==> config.mk <==
export PLATFORM = sky130hd
export DESIGN_NAME = coherence_memory_control
export DESIGN_NICKNAME = d
export VERILOG_FILES = /design/src/rtl/coherence_memory_control_pkg.sv /design/src/rtl/coherence_memory_control_rr_arbiter.sv /design/src/rtl/coherence_memory_control.sv
export SDC_FILE = /design/constraint.sdc
export NUM_CORES = 1
export LEC_CHECK = 0
export CORE_AREA = 4 4 194 196
export DETAILED_ROUTE_END_ITERATION = 6
export DIE_AREA = 0 0 198 200
export GPL_TIMING_DRIVEN = 0
export PLACE_DENSITY = 0.42
export SLEW_MARGIN = 5
export SYNTH_ARGS = -nofsm -noshare
export SYNTH_HDL_FRONTEND = slang
export SYNTH_SLANG_ARGS = --single-unit
export TNS_END_PERCENT = 20
==> constraint.sdc <==
create_clock -name i_clk -period 2.11 [get_ports i_clk]
set_input_delay 0.3165 -clock i_clk [delete_from_list [all_inputs] [get_ports i_clk]]
set_output_delay 0.3165 -clock i_clk [all_outputs]
set_load 0.05 [all_outputs]
==> src/rtl/coherence_memory_control_pkg.sv <==
// Shared types for the dual-core coherence memory controller: word, RAM handshake state, core count.
package coherence_memory_control_pkg;

  localparam int CPUS = 2;

  typedef logic [31:0] word_t;

  typedef enum logic [1:0] {
    FREE   = 2'd0,
    BUSY   = 2'd1,
    ACCESS = 2'd2,
    ERROR  = 2'd3
  } ramstate_t;

endpackage

==> src/rtl/coherence_memory_control_rr_arbiter.sv <==
// Two-way round-robin arbiter; combinational grant, and the pointer moves to the other core on each taken grant.
module coherence_memory_control_rr_arbiter (
  input  logic       i_clk,
  input  logic       i_rst_n,
  input  logic [1:0] i_req,
  input  logic       i_adv,
  output logic       o_vld,
  output logic       o_idx
);

  logic r_ptr;

  always_ff @(posedge i_clk or negedge i_rst_n) begin
    if (!i_rst_n) begin
      r_ptr <= 1'b0;
    end else if (i_adv && o_vld) begin
      r_ptr <= ~o_idx;
    end
  end

  always_comb begin
    o_vld = |i_req;
    o_idx = (i_req == 2'b11) ? r_ptr : i_req[1];
  end

endmodule

==> src/rtl/coherence_memory_control.sv <==
// Arbitrates both cores' fetch/read/write-back onto one RAM port and snoops the peer cache.
// Outputs are combinational from state; completion (wait low) is the RAM ACCESS cycle; BUSY/FREE/ERROR stall.
module coherence_memory_control
  import coherence_memory_control_pkg::*;
(
  input  logic                   i_clk,
  input  logic                   i_rst_n,
  input  logic [CPUS-1:0]        i_iren,
  input  logic [CPUS-1:0]        i_dren,
  input  logic [CPUS-1:0]        i_dwen,
  input  word_t [CPUS-1:0]       i_iaddr,
  input  word_t [CPUS-1:0]       i_daddr,
  input  word_t [CPUS-1:0]       i_dstore,
  output word_t [CPUS-1:0]       o_iload,
  output word_t [CPUS-1:0]       o_dload,
  output logic [CPUS-1:0]        o_iwait,
  output logic [CPUS-1:0]        o_dwait,
  input  logic [CPUS-1:0]        i_cctrans,
  input  logic [CPUS-1:0]        i_ccwrite,
  input  logic [CPUS-1:0]        i_localwrit,
  input  logic [CPUS-1:0]        i_ccidrty,
  output logic [CPUS-1:0]        o_ccwait,
  output logic [CPUS-1:0]        o_ccinv,
  output word_t [CPUS-1:0]       o_ccsnoopaddr,
  output logic                   o_ramren,
  output logic                   o_ramwen,
  output word_t                  o_ramaddr,
  output word_t                  o_ramstore,
  input  word_t                  i_ramload,
  input  ramstate_t              i_ramstate
);

  typedef enum logic [2:0] {
    S_IDLE, S_IFETCH, S_SNOOP, S_DREAD, S_C2C, S_DWRITE, S_INVAL
  } state_t;

  state_t     r_state;
  state_t     w_next;
  logic       r_gnt;
  logic       w_peer;
  logic       w_access;
  logic [1:0] w_dreq;
  logic       w_dvld;
  logic       w_didx;
  logic       w_ivld;
  logic       w_iidx;
  logic       w_idle;
  logic       w_unused_cctrans;

  assign w_unused_cctrans = |i_cctrans;
  assign w_peer   = ~r_gnt;
  assign w_access = (i_ramstate == ACCESS);
  assign w_idle   = (r_state == S_IDLE);

  // Upgrades, write-backs and reads share the data pointer; the highest pending class is the one arbitrated.
  assign w_dreq = (|i_localwrit) ? i_localwrit :
                  (|i_dwen)      ? i_dwen      : i_dren;

  coherence_memory_control_rr_arbiter u_data_arb (
    .i_clk   (i_clk),
    .i_rst_n (i_rst_n),
    .i_req   (w_dreq),
    .i_adv   (w_idle),
    .o_vld   (w_dvld),
    .o_idx   (w_didx)
  );

  coherence_memory_control_rr_arbiter u_inst_arb (
    .i_clk   (i_clk),
    .i_rst_n (i_rst_n),
    .i_req   (i_iren),
    .i_adv   (w_idle && !w_dvld),
    .o_vld   (w_ivld),
    .o_idx   (w_iidx)
  );

  always_ff @(posedge i_clk or negedge i_rst_n) begin
    if (!i_rst_n) begin
      r_state <= S_IDLE;
      r_gnt   <= 1'b0;
    end else begin
      r_state <= w_next;
      if (w_idle) begin
        r_gnt <= w_dvld ? w_didx : w_iidx;
      end
    end
  end

  always_comb begin
    w_next        = r_state;
    o_iload       = '0;
    o_dload       = '0;
    o_iwait       = '1;
    o_dwait       = '1;
    o_ccwait      = '0;
    o_ccinv       = '0;
    o_ccsnoopaddr = '0;
    o_ramren      = 1'b0;
    o_ramwen      = 1'b0;
    o_ramaddr     = '0;
    o_ramstore    = '0;

    case (r_state)
      S_IDLE: begin
        if (|i_localwrit)  w_next = S_INVAL;
        else if (|i_dwen)  w_next = S_DWRITE;
        else if (|i_dren)  w_next = S_SNOOP;
        else if (w_ivld)   w_next = S_IFETCH;
      end

      S_IFETCH: begin
        if (!i_iren[r_gnt]) begin
          w_next = S_IDLE;
        end else begin
          o_ramren       = 1'b1;
          o_ramaddr      = i_iaddr[r_gnt];
          o_iload[r_gnt] = i_ramload;
          if (w_access) begin
            o_iwait[r_gnt] = 1'b0;
            w_next         = S_IDLE;
          end
        end
      end

      S_SNOOP: begin
        if (!i_dren[r_gnt]) begin
          w_next = S_IDLE;
        end else begin
          o_ccwait[w_peer]      = 1'b1;
          o_ccsnoopaddr[w_peer] = i_daddr[r_gnt];
          o_ccinv[w_peer]       = i_ccwrite[r_gnt];
          w_next                = i_ccidrty[w_peer] ? S_C2C : S_DREAD;
        end
      end

      S_DREAD: begin
        if (!i_dren[r_gnt]) begin
          w_next = S_IDLE;
        end else begin
          o_ccwait[w_peer]      = 1'b1;
          o_ccsnoopaddr[w_peer] = i_daddr[r_gnt];
          o_ramren              = 1'b1;
          o_ramaddr             = i_daddr[r_gnt];
          o_dload[r_gnt]        = i_ramload;
          if (w_access) begin
            o_dwait[r_gnt] = 1'b0;
            w_next         = S_IDLE;
          end
        end
      end

      // Peer's dirty line goes to the requester and is written back to RAM in the same handshake.
      S_C2C: begin
        if (!i_dren[r_gnt]) begin
          w_next = S_IDLE;
        end else begin
          o_ccwait[w_peer]      = 1'b1;
          o_ccsnoopaddr[w_peer] = i_daddr[r_gnt];
          o_dload[r_gnt]        = i_dstore[w_peer];
          o_ramwen              = 1'b1;
          o_ramaddr             = i_daddr[r_gnt];
          o_ramstore            = i_dstore[w_peer];
          if (w_access) begin
            o_dwait[r_gnt] = 1'b0;
            w_next         = S_IDLE;
          end
        end
      end

      S_DWRITE: begin
        if (!i_dwen[r_gnt]) begin
          w_next = S_IDLE;
        end else begin
          o_ramwen   = 1'b1;
          o_ramaddr  = i_daddr[r_gnt];
          o_ramstore = i_dstore[r_gnt];
          if (w_access) begin
            o_dwait[r_gnt] = 1'b0;
            w_next         = S_IDLE;
          end
        end
      end

      S_INVAL: begin
        o_ccinv[w_peer]       = 1'b1;
        o_ccsnoopaddr[w_peer] = i_daddr[r_gnt];
        o_dwait[r_gnt]        = 1'b0;
        w_next                = S_IDLE;
      end

      default: w_next = S_IDLE;
    endcase
  end

endmodule

* Yosys cells after proc, flatten, opt, wreduce, memory -nomap -nowiden
Cells that the tools add are included.
** Cells by class
- $lt $le $gt $ge :: 4
- Eq/ne operators :: 10
- Muxes and demuxes :: 71
- Bitwise logic cells :: 8
- Reduce and logical (&&, ||, !) cells :: 14
** Operators by type and width (count)
- 32-bit 2-to-1 mux :: 15
- 64-bit 2-to-1 mux :: 5
- 64-bit one-hot mux with 2 select lines :: 2
- 64-bit AND :: 3
- 32-bit one-hot mux with 3 select lines :: 1
- 32-bit demux with 1-bit select :: 2
- 32-bit one-hot mux with 2 select lines :: 1
- 3-bit 2-to-1 mux :: 10
- 2-bit 2-to-1 mux :: 10
- 1-bit 2-to-1 mux :: 18
- 3-bit one-hot mux with 5 select lines :: 1
- 2-bit OR reduction :: 6
- 3-bit == test, second input constant :: 3
- 2-bit == test, second input constant :: 3
- 3-bit by 2-bit == test with 1-bit output, second input constant :: 2
- 2-bit one-hot mux with 3 select lines :: 1
- 1-bit logical AND :: 5
- 5-bit by 4-bit inequality test with 1-bit output, second input constant :: 1
- 1-bit by 2-bit < comparator with 1-bit output, second input constant :: 2
- 1-bit one-hot mux with 2 select lines :: 2
- 2-bit one-hot mux with 2 select lines :: 1
- 3-bit by 1-bit == test with 1-bit output, second input constant :: 1
- 3-bit logical NOT :: 1
- 1-bit NOT :: 3
- other kinds (6) :: 8
** Storage, ports and cells
- Flip-flop bits (word level) :: 6
- Input port bits :: 242
- Output and inout bits :: 266
- Word-level logic and storage cells :: 111

* Logic depth before layout (Yosys ltp)
- Word-level depth :: 8
- Gate-level depth with buffers :: 6
- Mapped depth without buffers :: 4

* By module
A second synthesis with hierarchy kept.
** Second synthesis, totals
- Cell total of the unflattened synthesis :: 496
- Area total of the unflattened synthesis :: 3652.3 µm²
** Modules (own cells, without submodules)
- coherence_memory_control :: times used 1, cells an instance 484, area an instance 3544.6 µm², seq. area each 100.1 µm²
- coherence_memory_control_rr_arbiter :: times used 2, cells an instance 6, area an instance 53.8 µm², seq. area each 25.0 µm²

* Worst setup path before layout
No wires, ideal clock.
- Kind :: reg2out
- Start :: register r_gnt
- End :: output o_ccinv[1]
- Arrival :: 2481 ps
- Required time :: 1794 ps
- Setup slack :: -687 ps
- Stages on the path, launching flop included :: 5
- Buffers on the path :: 3
- Cells stage by stage :: dfrtp_1 buf_4 clkbuf_1 buf_1 nor4_1
** Between the ends
- Cells in the longest elaborated chain, start to end :: 8
- Elaborated cells on any way between the ends :: 13
** RTL lines
- start: declaration :: line coherence_memory_control.sv:39 : logic r_gnt;
- start signal: assignment :: line coherence_memory_control.sv:84 : r_gnt <= w_dvld ? w_didx : w_iidx;
- 1-bit NOT :: line coherence_memory_control.sv:51 : assign w_peer = ~r_gnt;
- 1-bit by 2-bit < comparator with 1-bit output (not written as such) or 1-bit >= comparator (tied branches) :: line coherence_memory_control.sv:131, coherence_memory_control.sv:185
- 1-bit logical AND (not written as such) :: line coherence_memory_control.sv:131, coherence_memory_control.sv:185
- 1-bit 2-to-1 mux (not written as such) :: line coherence_memory_control.sv:131, coherence_memory_control.sv:185
- 1-bit demux with 1-bit select :: line coherence_memory_control.sv:131, coherence_memory_control.sv:185
- 2-bit AND (no source line)
- 2-bit 2-to-1 mux :: line coherence_memory_control.sv:126 : if (!i_dren[r_gnt]) begin
- 2-bit one-hot mux with 2 select lines (*) :: line coherence_memory_control.sv:103 : case (r_state)
- end: declaration :: line coherence_memory_control.sv:23 : output logic [CPUS-1:0] o_ccinv,
Every way passes the cells marked *; elsewhere a longest branch is shown, timed or not. The select of a mux whose other input is x is not followed.

==> impl_metrics.json <==
{
  "outcome": "finished, violations left",
  "violations": "setup timing",
  "wirelength_um": 36840,
  "cts_buffer_depth": 2,
  "synth_edf_count": 0,
  "tightest_slew_ns": 0.5089,
  "final_cell_mix": "clkdlybuf4s50_1 (233), buf_6 (172), a22o_1 (88)",
  "htreeDepth": 1,
  "switching_share": 0.5989,
  "grt_pass1_vias": 6851,
  "ys.flop_type": "dfrtp_1",
  "hp-class": "in2async",
  "max_stage_delay_ns": 0.43,
  "place_area_um2": 9284,
  "crit_chain": "or3b_1, buf_6, nor2_4, buf_6, a22o_1, buf_4",
  "synth_seq_cells": 6,
  "path_max_fanout": 10,
  "power_frac_comb": 0.953,
  "hold_violations": 0,
  "max_freq_mhz": 416.4,
  "power.total_mw": 11.57,
  "start_kind": "register",
  "async_flop_share": 1.000,
  "grt_overflow": 0,
  "first_pass_iters": 4,
  "pre_cts_slack_ns": -1.878,
  "cap_violations": 0,
  "via_per_inst": 4.307,
  "wire_per_inst_um": 24.89,
  "p_leak_nw": 4.771,
  "track_usage": 0.1669,
  "layout_commonest_cell": "clkdlybuf4s50_1",
  "cts_tree": "yes",
  "ios": 508,
  "antenna_cells": 0,
  "finalClockSkew_ns": 0.001939,
  "finalInstanceArea_um2": 10840,
  "setup_ws_ns": -0.2917,
  "gp_congestion": 0.8580,
  "grt_max_degree": 11,
  "finalCritPeriodShare": 1.138,
  "maxSlewViolCount": 0,
  "die_x_um": 198,
  "synth_cells": 479,
  "insertion_delay_ns": 0.23,
  "p_clk_frac": 0.027,
  "area_growth_pct": 197.8,
  "clkSlewWorstSetupHoldPaths_ns": 0.04,
  "grt_antenna_before_repair": 1,
  "fin_crit_ns": 2.402,
  "synth-warning-count": 0,
  "worst_setup_path_end_kind": "output port",
  "die_area_um2": 39600,
  "synthesis.nets": 721,
  "drc": 0,
  "critPathRequiredTime_ns": 1.79,
  "drt_iter0_drc": 166,
  "grt_first_pass_wirelength_um": 49310,
  "nets": 1256,
  "ir_drop_uv": 670.5,
  "dp_hpwl_um": 30870,
  "seq_power_share": 0.020,
  "rows": 70,
  "rsz0062_at_grt": "yes",
  "netSwitchingPower_mw": 6.926,
  "crit_top_cell": "buf_6",
  "avgSynthCellArea_um2": 7.601,
  "setup_viol": 223,
  "start_util": 0.1009,
  "power_density_nw_per_um2": 1067,
  "die_h_um": 200,
  "core_area_um2": 36080,
  "slowest_stage": "dfrtp_2",
  "worstPathArrival_ns": 2.09,
  "final_antenna_net_count": 0,
  "cts_sinks": 6,
  "synth_cell_types": 46,
  "synth-seq-area-share": 0.04124,
  "cts_root_buf": "clkbuf_16",
  "drive_above_1_share": 0.4555,
  "num_vias": 6374,
  "slew_headroom": 0.6607,
  "worstSetupPathType": "reg2out",
  "cts_buffers": 3,
  "portBuffers": 504,
  "syn-cell-area_um2": 3641,
  "p_int_mw": 4.639
}
-- worst paths after layout --
path,start,to,slack [ns],cells after the start
hold / removal,i_rst_n,u_inst_arb.r_ptr,0.37,1
hold reg to reg,u_data_arb.r_ptr,u_data_arb.r_ptr,0.48,1
setup / recovery,r_state[0],o_dload[60],-0.29,6
min in group i_clk,u_data_arb.r_ptr,u_data_arb.r_ptr,0.48,1
setup reg to reg,r_state[0],r_state[1],0.41,6
max in group asynchronous,i_rst_n,r_state[0],1.46,1
-- routing by layer --
layer  vias up  GRT usage  routed length [µm]
met1      3076     0.1839               13560
met4         2   0.009946                 229
li1       2930          -                   -
met3        20    0.03927                2903
met2       346     0.3371               20140
met5         -          0                   7
-- power groups by stage --
stage	Combinational [mW]	Clock [mW]	Sequential [mW]
floorplan	5.99	0	0.208
global placement	9.73	0	0.222
detailed placement	9.71	0	0.222
CTS	10.4	0.318	0.222
global route	11.5	0.325	0.241
finish	11.0	0.314	0.231
-- state kept, by name (all words and copies together), names as in the netlist --
register	count
u_data_arb.r_ptr	1
u_inst_arb.r_ptr	1
r_state	3
r_gnt	1
-- through the flow --
| stage | util | cells | TNS, ns | hold WS [ns] |
|---|---|---|---|---|
| finish | 0.3005 | 1480 | -39.85 | 0.3676 |
| global route | 0.3005 | 1480 | -58.72 | 0.3944 |
| global placement | 0.2573 | 1451 | -352.77 | 0.4731 |
| detailed placement | 0.2573 | 1451 | -351.21 | 0.4799 |
| CTS | 0.2706 | 1477 | -52.34 | 0.3794 |
| floorplan | - | 479 | -3.847 | 0.02091 |
-- layout make-up --
class                      instances  area, µm²
clock buffer                       3      75.07
buffer                            58      696.9
tap                              468      585.6
inverter                           6      22.52
multi-input combinational        408       3682
sequential                         6      153.9
timing repair buffer             531       5627
fill                            3842      25240
-- timing repair --
item	4_1_cts	5_1_grt
gates cloned	5	2
pin swaps	39	44
buffers inserted	19	2
hold buffers	0	0
endpoints found under the setup margin	267	266
gates resized for setup	1698	421
-- kinds of logic (layout without fill, tap and decap cells) --
family / after synthesis / after routing / synth area share
AO/OA/AOI/OAI: 166 / 166 / 0.3935
XOR/XNOR: 1 / 1 / 0.002406
buffers and inverters: 65 / 598 / 0.09141
flip-flops: 6 / 6 / 0.04124
multiplexers: 66 / 66 / 0.1814
AND/OR/NAND/NOR: 175 / 175 / 0.2900
-- synthesized netlist by cell type (all sizes together) (2+ instances only) --
cell    number  share of area
nor3         4         0.0069
dfrtp        6          0.041
nand2b       5         0.0086
o21ai        8          0.011
and2        63           0.11
a21oi       11          0.018
clkbuf      31          0.032
nand3        4         0.0055
nor2        11          0.013
a211o        2         0.0048
buf         28          0.053
nor4         3         0.0052
nand2        8         0.0082
nand3b       3         0.0062
nor2b        5         0.0086
inv          6         0.0062
o22ai       35          0.098
and3        64           0.11
a22o        96           0.23
or3          2         0.0034
mux2i       66           0.18
o31ai        3         0.0062
-- worst max-delay path: cells and delay by family, from the launching register on --
| kind | cells | cell delay (ns) |
|---|---|---|
| flip-flops | 1 | 0.43 |
| AND/OR/NAND/NOR | 2 | 0.62 |
| AO/OA/AOI/OAI | 1 | 0.20 |
| buffers and inverters | 3 | 0.59 |
(Power assumes the default switching activity.)
